**config.mk**
```make
export PLATFORM = sky130hd
export DESIGN_NAME = matriz_varredura_coluna
export DESIGN_NICKNAME = d
export VERILOG_FILES = /design/src/rtl/matriz_varredura_coluna_pkg.sv /design/src/rtl/matriz_dec_coluna.sv /design/src/rtl/matriz_varredura_coluna.sv
export SDC_FILE = /design/constraint.sdc
export NUM_CORES = 1
export LEC_CHECK = 0
export ABC_AREA = 0
export CORE_UTILIZATION = 35
export CTS_CLUSTER_SIZE = 12
export DETAILED_ROUTE_END_ITERATION = 10
export GPL_TIMING_DRIVEN = 0
export SLEW_MARGIN = 20
export SYNTH_ARGS = -nofsm -noshare
export SYNTH_HDL_FRONTEND = slang
export SYNTH_SLANG_ARGS = --single-unit
```
**constraint.sdc**
```tcl
create_clock -name clk -period 2.73 [get_ports clk]
set_input_delay 0.273 -clock clk [delete_from_list [all_inputs] [get_ports clk]]
set_output_delay 0.273 -clock clk [all_outputs]
set_load 0.01 [all_outputs]
```
**src/rtl/matriz_varredura_coluna_pkg.sv**
```systemverilog
// matriz_varredura_coluna_pkg: shared widths, scan states and coordinate check for the LED matrix column path
package matriz_varredura_coluna_pkg;
  localparam int N_COLS = 5;
  localparam int N_ROWS = 7;
  localparam int COORD_W = 4;
  localparam logic [N_COLS-1:0] COL_BLANK = '1;
  typedef enum logic {BLANK, DRIVE} scan_state_t;
  function automatic logic coord_valid(input logic [COORD_W-1:0] cdc);
    return cdc < COORD_W'(N_COLS);
  endfunction
endpackage

```
**src/rtl/matriz_dec_coluna.sv**
```systemverilog
// matriz_dec_coluna: coordinate plus enable to active-low one-hot column select
module matriz_dec_coluna
  import matriz_varredura_coluna_pkg::*;
(
  input  logic               en,
  input  logic [COORD_W-1:0] cdc,
  output logic [N_COLS-1:0]  sel
);
  always_comb sel = (en && coord_valid(cdc)) ? ~(N_COLS'(1) << cdc) : COL_BLANK;
endmodule

```
**src/rtl/matriz_varredura_coluna.sv**
```systemverilog
// matriz_varredura_coluna: double-buffered 5x7 column scan driver with anti-ghosting blank
module matriz_varredura_coluna
  import matriz_varredura_coluna_pkg::*;
#(
  parameter int SLOT_CYC = 50000,
  parameter int BLANK_CYC = 2
) (
  input  logic               clk,
  input  logic               rst,
  input  logic               wr_en,
  input  logic [COORD_W-1:0] wr_cdc,
  input  logic [N_ROWS-1:0]  wr_row,
  input  logic               commit,
  output logic               wr_ready,
  output logic [N_COLS-1:0]  col_sel,
  output logic [N_ROWS-1:0]  row_out,
  output logic [COORD_W-1:0] scan_cdc,
  output logic               frame_done,
  output logic               err_coord
);
  localparam int SW = $clog2(SLOT_CYC);
  localparam int IW = $clog2(N_COLS);
  scan_state_t state, state_nxt;
  logic [SW-1:0] slot_cnt, slot_nxt;
  logic [COORD_W-1:0] scan_nxt;
  logic [N_COLS-1:0] sel_nxt;
  logic pending, pending_nxt, slot_end, frame_end, frame_nxt, wr_ok, swap, drive_nxt;
  logic [N_ROWS-1:0] shadow_buf [N_COLS];
  logic [N_ROWS-1:0] disp_buf [N_COLS];
  always_comb begin
    slot_end = slot_cnt == SW'(SLOT_CYC - 1);
    frame_end = slot_end && scan_cdc == COORD_W'(N_COLS - 1);
    slot_nxt = slot_end ? '0 : slot_cnt + 1'b1;
    scan_nxt = !slot_end ? scan_cdc : frame_end ? '0 : scan_cdc + 1'b1;
    state_nxt = (state == BLANK && slot_nxt == SW'(BLANK_CYC)) ? DRIVE :
                (state == DRIVE && slot_end) ? BLANK : state;
    drive_nxt = state_nxt == DRIVE;
    frame_nxt = slot_nxt == SW'(SLOT_CYC - 1) && scan_nxt == COORD_W'(N_COLS - 1);
    wr_ok = wr_en && wr_ready;
    swap = frame_end && pending;
    pending_nxt = swap ? 1'b0 : (commit && wr_ready) ? 1'b1 : pending;
  end
  matriz_dec_coluna u_dec (.en(drive_nxt), .cdc(scan_nxt), .sel(sel_nxt));
  // outputs are registered from next-state values so they switch on the state-change edge
  always_ff @(posedge clk) begin
    if (rst) begin
      slot_cnt <= '0;
      scan_cdc <= '0;
      state <= BLANK;
      pending <= 1'b0;
      wr_ready <= 1'b1;
      col_sel <= COL_BLANK;
      row_out <= '0;
      frame_done <= 1'b0;
      err_coord <= 1'b0;
      for (int i = 0; i < N_COLS; i++) begin
        shadow_buf[i] <= '0;
        disp_buf[i] <= '0;
      end
    end else begin
      slot_cnt <= slot_nxt;
      scan_cdc <= scan_nxt;
      state <= state_nxt;
      pending <= pending_nxt;
      wr_ready <= !pending_nxt;
      col_sel <= sel_nxt;
      row_out <= drive_nxt ? disp_buf[scan_nxt[IW-1:0]] : '0;
      frame_done <= frame_nxt;
      err_coord <= wr_ok && !coord_valid(wr_cdc);
      if (wr_ok && coord_valid(wr_cdc)) shadow_buf[wr_cdc[IW-1:0]] <= wr_row;
      if (swap) disp_buf <= shadow_buf;
    end
  end
endmodule

```
; ---- Word-level counts from Yosys, hierarchy flattened
; Cells that the tools add are included.
[word_totals]
reg_bits = 107
out_inout_bits = 19
inputBits = 15
elab_cells = 66
[classes]
mux = 13
order_cmp = 5
n_reduce_logical = 15
bitwise_logic = 6
n_eq_ne = 5
shift = 1
n_addsub = 2
[ops]
columns = op, count
row1 = 35-bit bitwise mux, 1
row2 = 16-bit equality test (second input constant), 2
row3 = 7-bit binary-select mux with 3-bit select, 1
row4 = 7-bit demux with 3-bit select, 1
row5 = 7-bit 2-to-1 mux, 3
row6 = 16-bit by 1-bit adder with 16-bit output (second input constant), 1
row7 = 16-bit by 2-bit equality test with 1-bit output (second input constant), 1
row8 = 16-bit 2-to-1 mux, 1
row9 = 1-bit logical AND, 11
row10 = 4-bit by 3-bit equality test with 1-bit output (second input constant), 2
row11 = 4-bit greater-or-equal comparator (second input constant), 2
row12 = 4-bit by 3-bit < comparator with 1-bit output (second input constant), 2
row13 = 4-bit 2-to-1 mux, 2
row14 = 3-bit NOT with 4-bit output, 2
row15 = 5-bit NOT, 1
row16 = 1-bit by 4-bit << shifter with 5-bit output (first input constant), 1
row17 = 4-bit by 1-bit adder with 4-bit output (second input constant), 1
row18 = 4-bit by 1-bit < comparator with 1-bit output (second input constant), 1
row19 = 1-bit 2-to-1 mux, 4
row20 = 2-bit OR reduction, 2
row21 = 1-bit NOT, 3
row22 = 1-bit zero test, 2

; ---- Longest topological paths before layout
; Gate-level depths: netlist (run 1).
[logic_depth]
depth_word = 8
ltp_mapped = 10
ltp_nobuf = 9

; ---- Modules after synthesis
; A second synthesis (run 1) with hierarchy kept.
[unflattened]
hier_cells = 507
hier_area_um2 = 4456.8
[by_module_without_submodules]
columns = module, seq_area_each_um2, cells_each, n_inst, area_each_um2
row1 = matriz_varredura_coluna, 2142.1, 500, 1, 4401.7
row2 = matriz_dec_coluna, 0.0, 7, 1, 55.1

; ---- Worst setup path after synthesis (run 1)
; No wires, ideal clock.
[synth_path]
kind = register to register
startpoint = reg slot_cnt[11]
endpoint = reg row_out[0]
path_stages_with_launch = 10
arrival_ns = 2.453
slack_ns = 0.151
n_path_buf = 2
period_less_slack_ns = 2.579
t_required_ns = 2.604
setup_time_ns = 0.126
path_cell_list = dfxtp_1 buf_6 or3_4 or4_4 or2_1 buf_6 o31a_4 o21a_4 a222oi_1 a21oi_1
[synth_via]
elab_chain_cells = 8
word_cells_on_any_way = 17
cone_classes = add/sub: 1 / eq/ne: 2 / mux: 8 / bitwise: 2 / reduce/logical: 4
[synth_rtl]
columns = item, line_no
row1 = from (decl), matriz_varredura_coluna.sv:24  ; logic [SW-1:0] slot_cnt, slot_nxt;
row2 = from (signal assigned), matriz_varredura_coluna.sv:61  ; slot_cnt <= slot_nxt;
row3 = branches (longest 8 deep; another with 16-bit by 1-bit adder with 16-bit output), -
row4 = to (signal assigned), matriz_varredura_coluna.sv:67  ; row_out <= drive_nxt ? disp_buf[scan_nxt[IW-1:0]] : '0;
row5 = to (decl), matriz_varredura_coluna.sv:16  ; output logic [N_ROWS-1:0] row_out,
; Several ways; the timed one is not identified. The select of a mux whose other input is x is not followed.
; A chain may end at the register's enable or synchronous reset.

; ---- Final worst setup path (run 1)
[layout_path]
startpoint = reg slot_cnt[7]
endpoint = reg row_out[6]
; The elaborated chain is that of the path after synthesis.

==> results of run 1 <==
## cell type report
class	count	area, µm²
buffer	27	130
clock buffer	9	225
clock inverter	7	68.8
fill	1269	7160
inverter	12	48.8
multi-input combinational	379	2260
sequential	107	2150
tap	172	215
timing repair buffer	42	402
## what timing repair did
action	CTS	global route
gates resized for setup	12	14
pin swaps	9	12
buffers inserted	2	7
endpoints found under the setup margin	44	45
## cells in the mapped netlist (all sizes together)
| library cell | instances |
|---|---|
| nand3b | 11 |
| clkinv | 1 |
| o22a | 1 |
| nand2b | 1 |
| nand2 | 96 |
| o21a | 2 |
| or2 | 2 |
| o31a | 1 |
| a31oi | 1 |
| and3b | 1 |
| inv | 11 |
| or4 | 3 |
| and3 | 9 |
| mux2 | 1 |
| ha | 5 |
| mux2i | 37 |
| o31ai | 1 |
| o32a | 1 |
| o211ai | 7 |
| or3 | 3 |
| o21ai | 2 |
| a21oi | 56 |
| nor3 | 14 |
| nand3 | 25 |
| nor2b | 3 |
| clkbuf | 23 |
| xor2 | 6 |
| a221oi | 1 |
| and4 | 1 |
| a222oi | 7 |
| nand4b | 2 |
| and2 | 2 |
| o211a | 1 |
| a311oi | 1 |
| buf | 8 |
| xnor2 | 11 |
| dfxtp | 107 |
| nor2 | 55 |
| nand4 | 7 |
| o2111ai | 2 |
## flip-flops by register name (all words and copies together) (netlist names)
name,cells
disp_buf,35
shadow_buf,35
slot_cnt,16
row_out,7
col_sel,5
scan_cdc,4
err_coord,1
frame_done,1
pending,1
state,1
wr_ready,1
## worst max path at each step
stage | cells past startpoint | endpoint | slack, ns | startpoint
finish | 9 | row_out[6] | -0.10 | slot_cnt[7]
global route | 8 | row_out[6] | -0.18 | slot_cnt[7]
CTS | 8 | row_out[6] | -0.07 | slot_cnt[7]
detailed placement | 10 | row_out[4] | -0.30 | scan_cdc[0]
global placement | 10 | row_out[4] | -0.28 | scan_cdc[0]
floorplan | 9 | row_out[0] | 0.15 | slot_cnt[11]
## through the flow
stage               util [%]  cell area (µm²)
floorplan                  -             4550
global placement        40.2             5100
detailed placement      40.3             5100
CTS                     42.8             5420
global route            43.5             5510
finish                  43.5             5510
## worst max-delay path: stages (launching register included)
cell and delay [ns]:
dfxtp_4 0.35, or3_4 0.40, or4_4 0.44, or2_1 0.25, buf_6 0.13, o31a_4 0.34
buf_4 0.15, a21oi_4 0.26, a222oi_1 0.16, a21oi_1 0.24
## cell families (layout without fill, tap and decap cells)
| group | Yosys count | after routing | synth area share (%) |
|---|---|---|---|
| and+or+nand+nor | 235 | 235 | 23.9 |
| DFF | 107 | 107 | 47.0 |
| AOI/OAI and AO/OA | 84 | 84 | 12.0 |
| buffers and inverters | 43 | 97 | 4.04 |
| muxes | 38 | 38 | 8.38 |
| xor gates and xnor gates | 17 | 17 | 3.27 |
| adders and majority gates | 5 | 5 | 1.37 |
## metal layers
layer  track usage (%)  vias to the layer above  part of all wire (%)
met4              5.38                        0                   1.5
li1                  -                     1918                     -
met5                 0                        -                     0
met3              3.45                       16                   4.0
met2              29.8                      101                    47
met1              22.9                     1817                    48
## power by group
part / internal, mW / switching (mW) / total (mW)
Combinational: 0.0509 / 0.0772 / 0.128
Clock: 0.645 / 0.635 / 1.28
Sequential: 1.58 / 0.0165 / 1.59
Total: 2.27 / 0.728 / 3.00
==> results by group, run 1 <==
Setup path
  – Critical Path AT: 3.09 ns
  – Critical Path Source Type: register
  – FF-to-FF path depth: 9
  – Reg2reg end: row_out[6]
  – Worst setup path category: reg2reg
  – CP Data Required Time: 2.99 ns
  – Reg2reg start: slot_cnt[7]
  – Crit-path max FO: 8
  – Critical path endpoint category: register
  – R2R Setup Slk: -0.10 ns

Place
  – GP Congestion: 0.836
  – Dpl ws: -0.302 ns
  – Dpl cells: approximately 730
  – Port buffer count: 33
  – Post-DP HPWL: roughly 8.3 mm

Power and ir drop
  – Pwr Total: 3.00 mW
  – Cell area power density: ~540 nW/µm²
  – Peak supply drop: roughly 0.32 mV
  – Leakage power: 2.04 nW

Detailed routing
  – DR DRC count: 0
  – Via/cell ratio: 5.10
  – Vias: 3852
  – DRT antenna net count: 0
  – DR pass1 iterations: 8
  – Routed WL per cell: 15.1 µm
  – DR iter-0 viols: around 400
  – Final WL: around 11 mm

GRT
  – First-pass GRT wire length: 18.2 mm
  – GRT Overall Usage: 17.7%
  – Gr ovfl total: 0
  – Largest net degree at the start of global routing: 21
  – Vias in the first global route: 3552
  – Initial antenna violation count: 0

Clocking
  – CTS tree: done
  – CTS Sinks: between 100 and 150
  – CTS Buffer Depth: 2
  – Clk Latency, worst-skew pair: 0.36 ns
  – CTS Hold Bufs: 0
  – Reg clk slew, reported paths: 0.08 ns
  – CTS Root Cell: clkbuf_16
  – Cts bufs inserted: 9
  – H-tree Lvls: 3

Cells and area
  – Final #Nets: between 500 and 600
  – Non-Filler Instances: 755
  – Share of cells above drive strength 1: 9.95%
  – Highest-count cells in the layout ignoring fill and taps: dfxtp_1, nand2_1, a21oi_1, nor2_1, mux2i_1
  – ANT cells: 0
  – Leading cell type in the layout, fill and taps excluded: dfxtp_1
  – Area grow syn2layout: 20.9%

Synth
  – Synth top area share: 47.0%
  – Synth area leader: dfxtp_1
  – Register area share after synthesis: 47.0%
  – Distinct cells, synth: 47
  – FF+latch count, synth: approximately 110
  – Syn_nets: about 550
  – Netlist Area Pre-Place: 4550 µm²
  – Synth top area cells: dfxtp_1, mux2i_1, nand2_1
  – Synth Area per Inst: 8.61 µm²
  – Ys Warns: 0
  – Synth Instances: between 500 and 600

Outcome
  – Failing checks: negative setup slack
  – Status: complete, but fails checks

STA
  – Worst setup margin: -0.104 ns
  – Layout Skew: 0.0124 ns
  – Fin crit period: roughly 2.8 ns
  – Worst hold slack: 0.454 ns
  – Actual slew at the worst max-slew pin: 0.730 ns
  – Setup TNS: -0.230 ns
  – Final setup fails: 6
  – Fmax: 353 MHz
  – Final worst-path cycle share: 104%
  – Final Slew Violations: 0
  – RSZ-0062 raised after global routing: true
  – Hold Vio Cnt, Final: 0
  – Worst rel slew slack: between 50% and 60%

Floorplanning
  – Initial core utilization: 35.9%
  – Die area: 13500 µm²
  – Core ar.: 12700 µm²
  – FP Rows: 41
  – I/O pin cnt: 34
  – Vert. Die Dim: 116 µm
  – Die width: 116 µm

Job
  – Max cap viols: 0

Worst hold path
  – WHS Path Cells: 2
  – WHS Endpoint: disp_buf[11]
  – Worst hold start: disp_buf[11]
  – Worst hold path type: reg2reg
(Power assumes the default switching activity.)
==> run 2: changes to the inputs <==
- MAX_ROUTING_LAYER: default -> met4
==> run 2 against run 1 <==
Against the previous run: the flow still finishes with violations (negative setup slack); combinational power is essentially flat; non-clock buffer count unchanged; die area is the same; register-to-register slack about the same; via count hardly changed; flip-flop and latch count is the same; first-iteration DRC count decreased by 3.3%; sequential power about the same; utilization is the same; clock-buffer cell count unchanged; worst setup slack improved by 0.0032 ns; clock power about the same.
==> results by group, run 2 (synthesis results as in run 1) <==
STA
  – Final Slew Violations: 0 (unchanged)
  – Hold Vio Cnt, Final: 0 (unchanged)
  – Layout Skew: 0.0126 ns (+0.000245 ns)
  – Final setup fails: 7 (+1)
  – Worst rel slew slack: 51.2% (+0.15 points)
  – Worst setup margin: -0.101 ns (+0.00322 ns)
  – Final worst-path cycle share: 104% (-0.12 points)
  – Actual slew at the worst max-slew pin: 0.728 ns (-0.00230 ns)
  – Setup TNS: -0.219 ns (+0.0115 ns)
  – Fin crit period: 2.83 ns (-0.00322 ns)
  – Fmax: 353 MHz (+0.11%)
  – RSZ-0062 raised after global routing: true

Place
  – Port buffer count: 33 (unchanged)
  – GP Congestion: 0.848 (+1.5%)
  – Post-DP HPWL: 8.35 mm (unchanged)
  – Placed cell areas: 5100 µm² (unchanged)

GRT
  – First-pass GRT wire length: 18.2 mm (about the same)
  – Largest net degree at the start of global routing: 21 (unchanged)
  – GRT busiest layer: met2
  – Vias in the first global route: 3552 (unchanged)
  – GRT Overall Usage: 18.3% (+0.54 points)
  – Grt met1 use: 22.8% (-0.13 points)
  – GR Util met2: 29.9% (+0.12 points)
  – Initial antenna violation count: 0 (unchanged)
  – GR Layer Usage met3: 3.45% (unchanged)
  – Gr ovfl total: 0 (unchanged)

Cells and area
  – Leading cell type in the layout, fill and taps excluded: dfxtp_1
  – ANT cells: 0 (unchanged)
  – Area grow syn2layout: 20.9% (unchanged)
  – Largest registers: disp_buf: 35 flops, shadow_buf: 35 flops, slot_cnt: 16 flops
  – Multi-input combinational cell area: 2260 µm² (unchanged)
  – Final Util: 43.5% (unchanged)
  – Reg area: 2150 µm² (unchanged)
  – Final #Nets: 598 (unchanged)
  – Highest-count cells in the layout ignoring fill and taps: dfxtp_1, nand2_1, a21oi_1, nor2_1, mux2i_1
  – Cell area after layout: 5510 µm² (unchanged)
  – Share of cells above drive strength 1: 9.95% (unchanged)
  – Fillers: 1271 (+0.16%)

Setup path
  – Slowest-stage cell, CP: a222oi_1
  – Kind of cell adding the most delay to the critical path: compound AO/OA/AOI/OAI gates
  – Critical Path AT: 3.04 ns (-0.05 ns)
  – Critical path endpoint category: register
  – CP Data Required Time: 2.94 ns (-0.05 ns)
  – Crit path buffers/inverters: 1 (-1)
  – Worst setup path category: reg2reg
  – Critical Path Source Type: register
  – Crit-path max FO: 7 (-1)
  – CP max stage delay: 0.45 ns (about the same)
  – Worst path cell trace: or3_4 > or4_4 > or2_1 > buf_6 > o31a_4 > o21a_4 > a222oi_1 > a21oi_1

Clocking
  – CTS tree: done
  – Clk Latency, worst-skew pair: 0.35 ns (about the same)
  – CTS Buffer Depth: 2 (unchanged)
  – Reg clk slew, reported paths: 0.08 ns (about the same)
  – Cts bufs inserted: 9 (unchanged)
  – CTS Sinks: 107 (unchanged)
  – H-tree Lvls: 3 (unchanged)
  – CTS Root Cell: clkbuf_16

Floorplanning
  – Core ar.: 12700 µm² (unchanged)
  – Die area: 13500 µm² (unchanged)
  – Die width: 116 µm (unchanged)
  – FP Rows: 41 (unchanged)
  – I/O pin cnt: 34 (unchanged)
  – Initial core utilization: 35.9% (unchanged)
  – Vert. Die Dim: 116 µm (unchanged)

Detailed routing
  – DR pass1 iterations: 7 (-1)
  – Routed WL per cell: 15.1 µm (about the same)
  – DR DRC count: 0 (unchanged)
  – Vias: 3849 (-0.078%)
  – DRT antenna net count: 0 (unchanged)
  – Via/cell ratio: 5.10 (about the same)
  – DR iter-0 viols: 385 (-3.3%)
  – Final WL: 11.4 mm (about the same)

Power and ir drop
  – Cell area power density: 544 nW/µm² (-0.13%)
  – Pwr Total: 3.00 mW (-0.13%)
  – Leakage power: 2.04 nW (unchanged)
  – Peak supply drop: 0.322 mV (-0.74%)

Job
  – Max cap viols: 0 (unchanged)

Worst hold path
  – Worst hold path type: reg2reg

Outcome
  – Failing checks: negative setup slack
  – Status: complete, but fails checks
==> run 2: worst register-to-register path: stages, from the launching register on <==
cell and delay, ns:
dfxtp_4 0.35, or3_4 0.41, or4_4 0.45, or2_1 0.25, buf_6 0.13, o31a_4 0.34
o21a_4 0.15, a222oi_1 0.45, a21oi_1 0.17
==> run 2: area by class of cell <==
| class | count | area share, % |
|---|---|---|
| multi-input combinational | 379 | 41.1 |
| sequential | 107 | 39.1 |
| timing repair buffer | 42 | 7.29 |
| clock buffer | 9 | 4.09 |
| tap | 172 | 3.91 |
| buffer | 27 | 2.36 |
| clock inverter | 7 | 1.25 |
| inverter | 12 | 0.886 |
==> run 2: power breakdown <==
part | switching (mW) | leakage [nW] | internal [mW]
logic | 0.0777 | 1.02 | 0.0509
registers | 0.0164 | 0.868 | 1.58
clock network | 0.630 | 0.143 | 0.645
==> run 2: final timing paths <==
| kind | from | to | slack (ns) | depth (start not counted) |
|---|---|---|---|---|
| min reg2reg | disp_buf[11] | disp_buf[11] | 0.45 | 2 |
| max | slot_cnt[7] | row_out[6] | -0.10 | 8 |
| max reg2reg | slot_cnt[7] | row_out[6] | -0.10 | 8 |
| min | disp_buf[11] | disp_buf[11] | 0.45 | 2 |
==> run 2: metal layers <==
| layer | up-vias | wire length [µm] |
|---|---|---|
| li1 | 1919 | - |
| met2 | 99 | 5350 |
| met1 | 1816 | 5470 |
| met5 | - | 0 |
| met3 | 15 | 427 |
| met4 | 0 | 166 |
==> run 2: per-stage QoR <==
| step | std cells | hold WS, ns | setup slack [ns] |
|---|---|---|---|
| global placement | 734 | 0.439 | -0.284 |
| global route | 755 | 0.466 | -0.176 |
| detailed placement | 734 | 0.447 | -0.302 |
| floorplan | 529 | 0.417 | 0.151 |
| CTS | 748 | 0.457 | -0.0711 |
| finish | 755 | 0.454 | -0.101 |
==> run 2: timing repair <==
action / in CTS / in global routing
hold endpoints to repair: 0 / 0
pin swaps: 9 / 12
gates resized for setup: 12 / 14
hold buffers: 0 / 0
setup buffers: 2 / 7
setup endpoints to repair: 44 / 45
==> run 3: changes to the inputs <==
- CORE_MARGIN: default -> 3
- REMOVE_ABC_BUFFERS: default -> 1
==> run 3 against run 2 <==
Against the previous run: the run now ends clean; via count is 3.2% lower; sequential share of layout area is 0.26 points higher; non-clock buffer count is 28 lower; utilization is 0.41 points lower; clock power hardly changed; worst setup slack better by 0.15 ns; routed wire length is 4.9% lower; final area is 0.95% lower; critical path depth is 1 lower; die area is 7.0% higher; clock-buffer cell count is 2 higher; register-to-register slack better by 0.15 ns; highest routed layer unchanged.
==> results by group, run 3 (synthesis results as in run 1) <==
Cells and area
  – Share of cells above drive strength 1: 9.01% (-0.94 points)
  – Fillers: 1283 (+0.94%)
  – Highest-count cells in the layout ignoring fill and taps: dfxtp_1, nand2_1, a21oi_1, nor2_1, mux2i_1
  – Area grow syn2layout: 19.8%
  – Leading cell type in the layout, fill and taps excluded: dfxtp_1
  – ANT cells: 0 (unchanged)
  – Final Util: 43.0% (-0.41 points)
  – Final #Nets: 570 (-4.7%)
  – Largest registers: disp_buf: 35 flops, shadow_buf: 35 flops, slot_cnt: 16 flops

Floorplanning
  – I/O pin cnt: 34 (unchanged)
  – Vert. Die Dim: 120 µm (+3.4%)
  – Initial core utilization: 35.9% (unchanged)
  – Die width: 120 µm (+3.4%)
  – FP Rows: 41 (unchanged)
  – Die area: 14400 µm² (+7.0%)
  – Core ar.: 12700 µm² (unchanged)

STA
  – Final worst-path cycle share: 98.1% (-5.6 points)
  – Final Slew Violations: 0 (unchanged)
  – Worst rel slew slack: 44.3% (-6.9 points)
  – Final setup fails: 0 (-7)
  – Actual slew at the worst max-slew pin: 0.832 ns (+0.104 ns)
  – RSZ-0062 raised after global routing: true
  – Fin crit period: 2.68 ns (-0.152 ns)
  – Layout Skew: 0.0151 ns (+0.00249 ns)
  – Worst setup margin: 0.0509 ns (+0.152 ns)
  – Hold Vio Cnt, Final: 0 (unchanged)
  – Fmax: 373 MHz (+5.7%)

Power and ir drop
  – Net Sw Frac: 23.4% (-0.76 points)
  – Leakage power: 1.99 nW (-2.1%)
  – NetSw: 0.699 mW (-3.6%)
  – Peak supply drop: 0.285 mV (-11%)
  – Clock share of power: 42.2% (-0.3 points)
  – Power Internal: 2.29 mW (+0.59%)
  – Sequential share of power: 53.4% (+0.2 points)
  – Comb power frac: 4.4% (about the same)
  – Cell area power density: 547 nW/µm² (+0.55%)

Clocking
  – Cts bufs inserted: 9 (unchanged)
  – Clk Latency, worst-skew pair: 0.35 ns (about the same)
  – H-tree Lvls: 3 (unchanged)
  – CTS Sinks: 107 (unchanged)
  – Reg clk slew, reported paths: 0.07 ns (about the same)
  – CTS Hold Bufs: 0 (unchanged)
  – CTS Root Cell: clkbuf_16
  – CTS Buffer Depth: 2 (unchanged)
  – CTS tree: done

GRT
  – Gr ovfl total: 0 (unchanged)
  – Largest net degree at the start of global routing: 45 (+110%)
  – First-pass GRT wire length: 18.0 mm (-0.99%)
  – Initial antenna violation count: 0 (unchanged)
  – Vias in the first global route: 3590 (+1.1%)
  – GRT Overall Usage: 16.0% (-2.3 points)

Detailed routing
  – Final WL: 10.9 mm (-4.9%)
  – Via/cell ratio: 5.13 (+0.56%)
  – DR pass1 iterations: 4 (-3)
  – DRT antenna net count: 0 (unchanged)
  – Vias: 3727 (-3.2%)
  – DR DRC count: 0 (unchanged)
  – Routed WL per cell: 14.9 µm (-1.2%)
  – DR iter-0 viols: 295 (-23%)

Setup path
  – R2R Setup Slk: 0.05 ns (+0.15 ns)
  – Critical Path Source Type: register
  – Critical path endpoint category: register
  – Crit-path max FO: 8 (+1)
  – CP Data Required Time: 2.95 ns (about the same)
  – Critical Path AT: 2.89 ns (-0.15 ns)
  – Worst setup path category: reg2reg

Place
  – Post-DP HPWL: 7.11 mm (-15%)
  – GP Congestion: 0.858 (+1.1%)
  – Port buffer count: 33 (unchanged)
  – Dpl ws: -0.492 ns (-0.190 ns)

Outcome
  – Status: completed

Job
  – Max cap viols: 0 (unchanged)

Worst hold path
  – Worst hold path type: in2reg
## run 3: final cells by class
type | instances | area [µm²] | share of cell area (%)
Inverter | 12 | 46.3 | 0.849
Tap cell | 172 | 215 | 3.95
Timing Repair Buffer | 41 | 438 | 8.03
Multi-Input combinational cell | 379 | 2320 | 42.6
Clock inverter | 5 | 43.8 | 0.803
Sequential cell | 107 | 2150 | 39.4
Clock buffer | 11 | 243 | 4.45
## run 3: worst max-delay path, cell delays in order, from the launching register on
cell and delay [ns]:
dfxtp_1 0.39, or2_1 0.27, or4_4 0.57, or2_4 0.31, o31a_4 0.31, o21a_4 0.17
a222oi_1 0.38, a21oi_1 0.15
## run 3: metrics by stage
stage | instances | power (mW) | setup TNS, ns | hold WS, ns | cell area [µm²]
6_report | 727 | 2.98 | 0 | 0.355 | 5450
5_1_grt | 727 | 3.11 | -0.103 | 0.362 | 5450
4_1_cts | 725 | 3.02 | 0 | 0.338 | 5410
3_5_place_dp | 705 | 1.76 | -14.08 | 0.445 | 5010
3_3_place_gp | 703 | 1.75 | -80.14 | 0.439 | 4960
2_1_floorplan | 498 | 1.67 | 0 | 0.340 | 4420
## run 3: power groups by stage
stage / Clock [mW] / Sequential, mW / Combinational (mW)
after floorplan: 0 / 1.63 / 0.0474
after global placement: 0 / 1.63 / 0.123
after detailed placement: 0 / 1.63 / 0.129
after CTS: 1.30 / 1.59 / 0.131
after global routing: 1.37 / 1.60 / 0.145
final: 1.26 / 1.59 / 0.132
## run 3: path summary, 6_finish.rpt
| kind | startpoint | end | depth (start not counted) |
|---|---|---|---|
| worst max-delay path | slot_cnt[12] | row_out[3] | 7 |
| worst min-delay path | rst | shadow_buf[8] | 2 |
| worst max register to register | slot_cnt[12] | row_out[3] | 7 |
| worst min register to register | disp_buf[16] | disp_buf[16] | 2 |
## run 3: what timing repair did
action	in CTS	in global routing
gates resized for setup	19	3
setup buffers	4	2
pin swaps	5	1
setup endpoints to repair	52	13
endpoints found under the hold margin	0	0
## run 3: per-layer routing
layer	share of wire (%)	global-route usage (%)	vias up
met4	1.1	3.94	0
met3	3.7	4.24	14
li1	-	-	1862
met2	48	26.0	62
met5	0	-	-
met1	47	20.0	1789
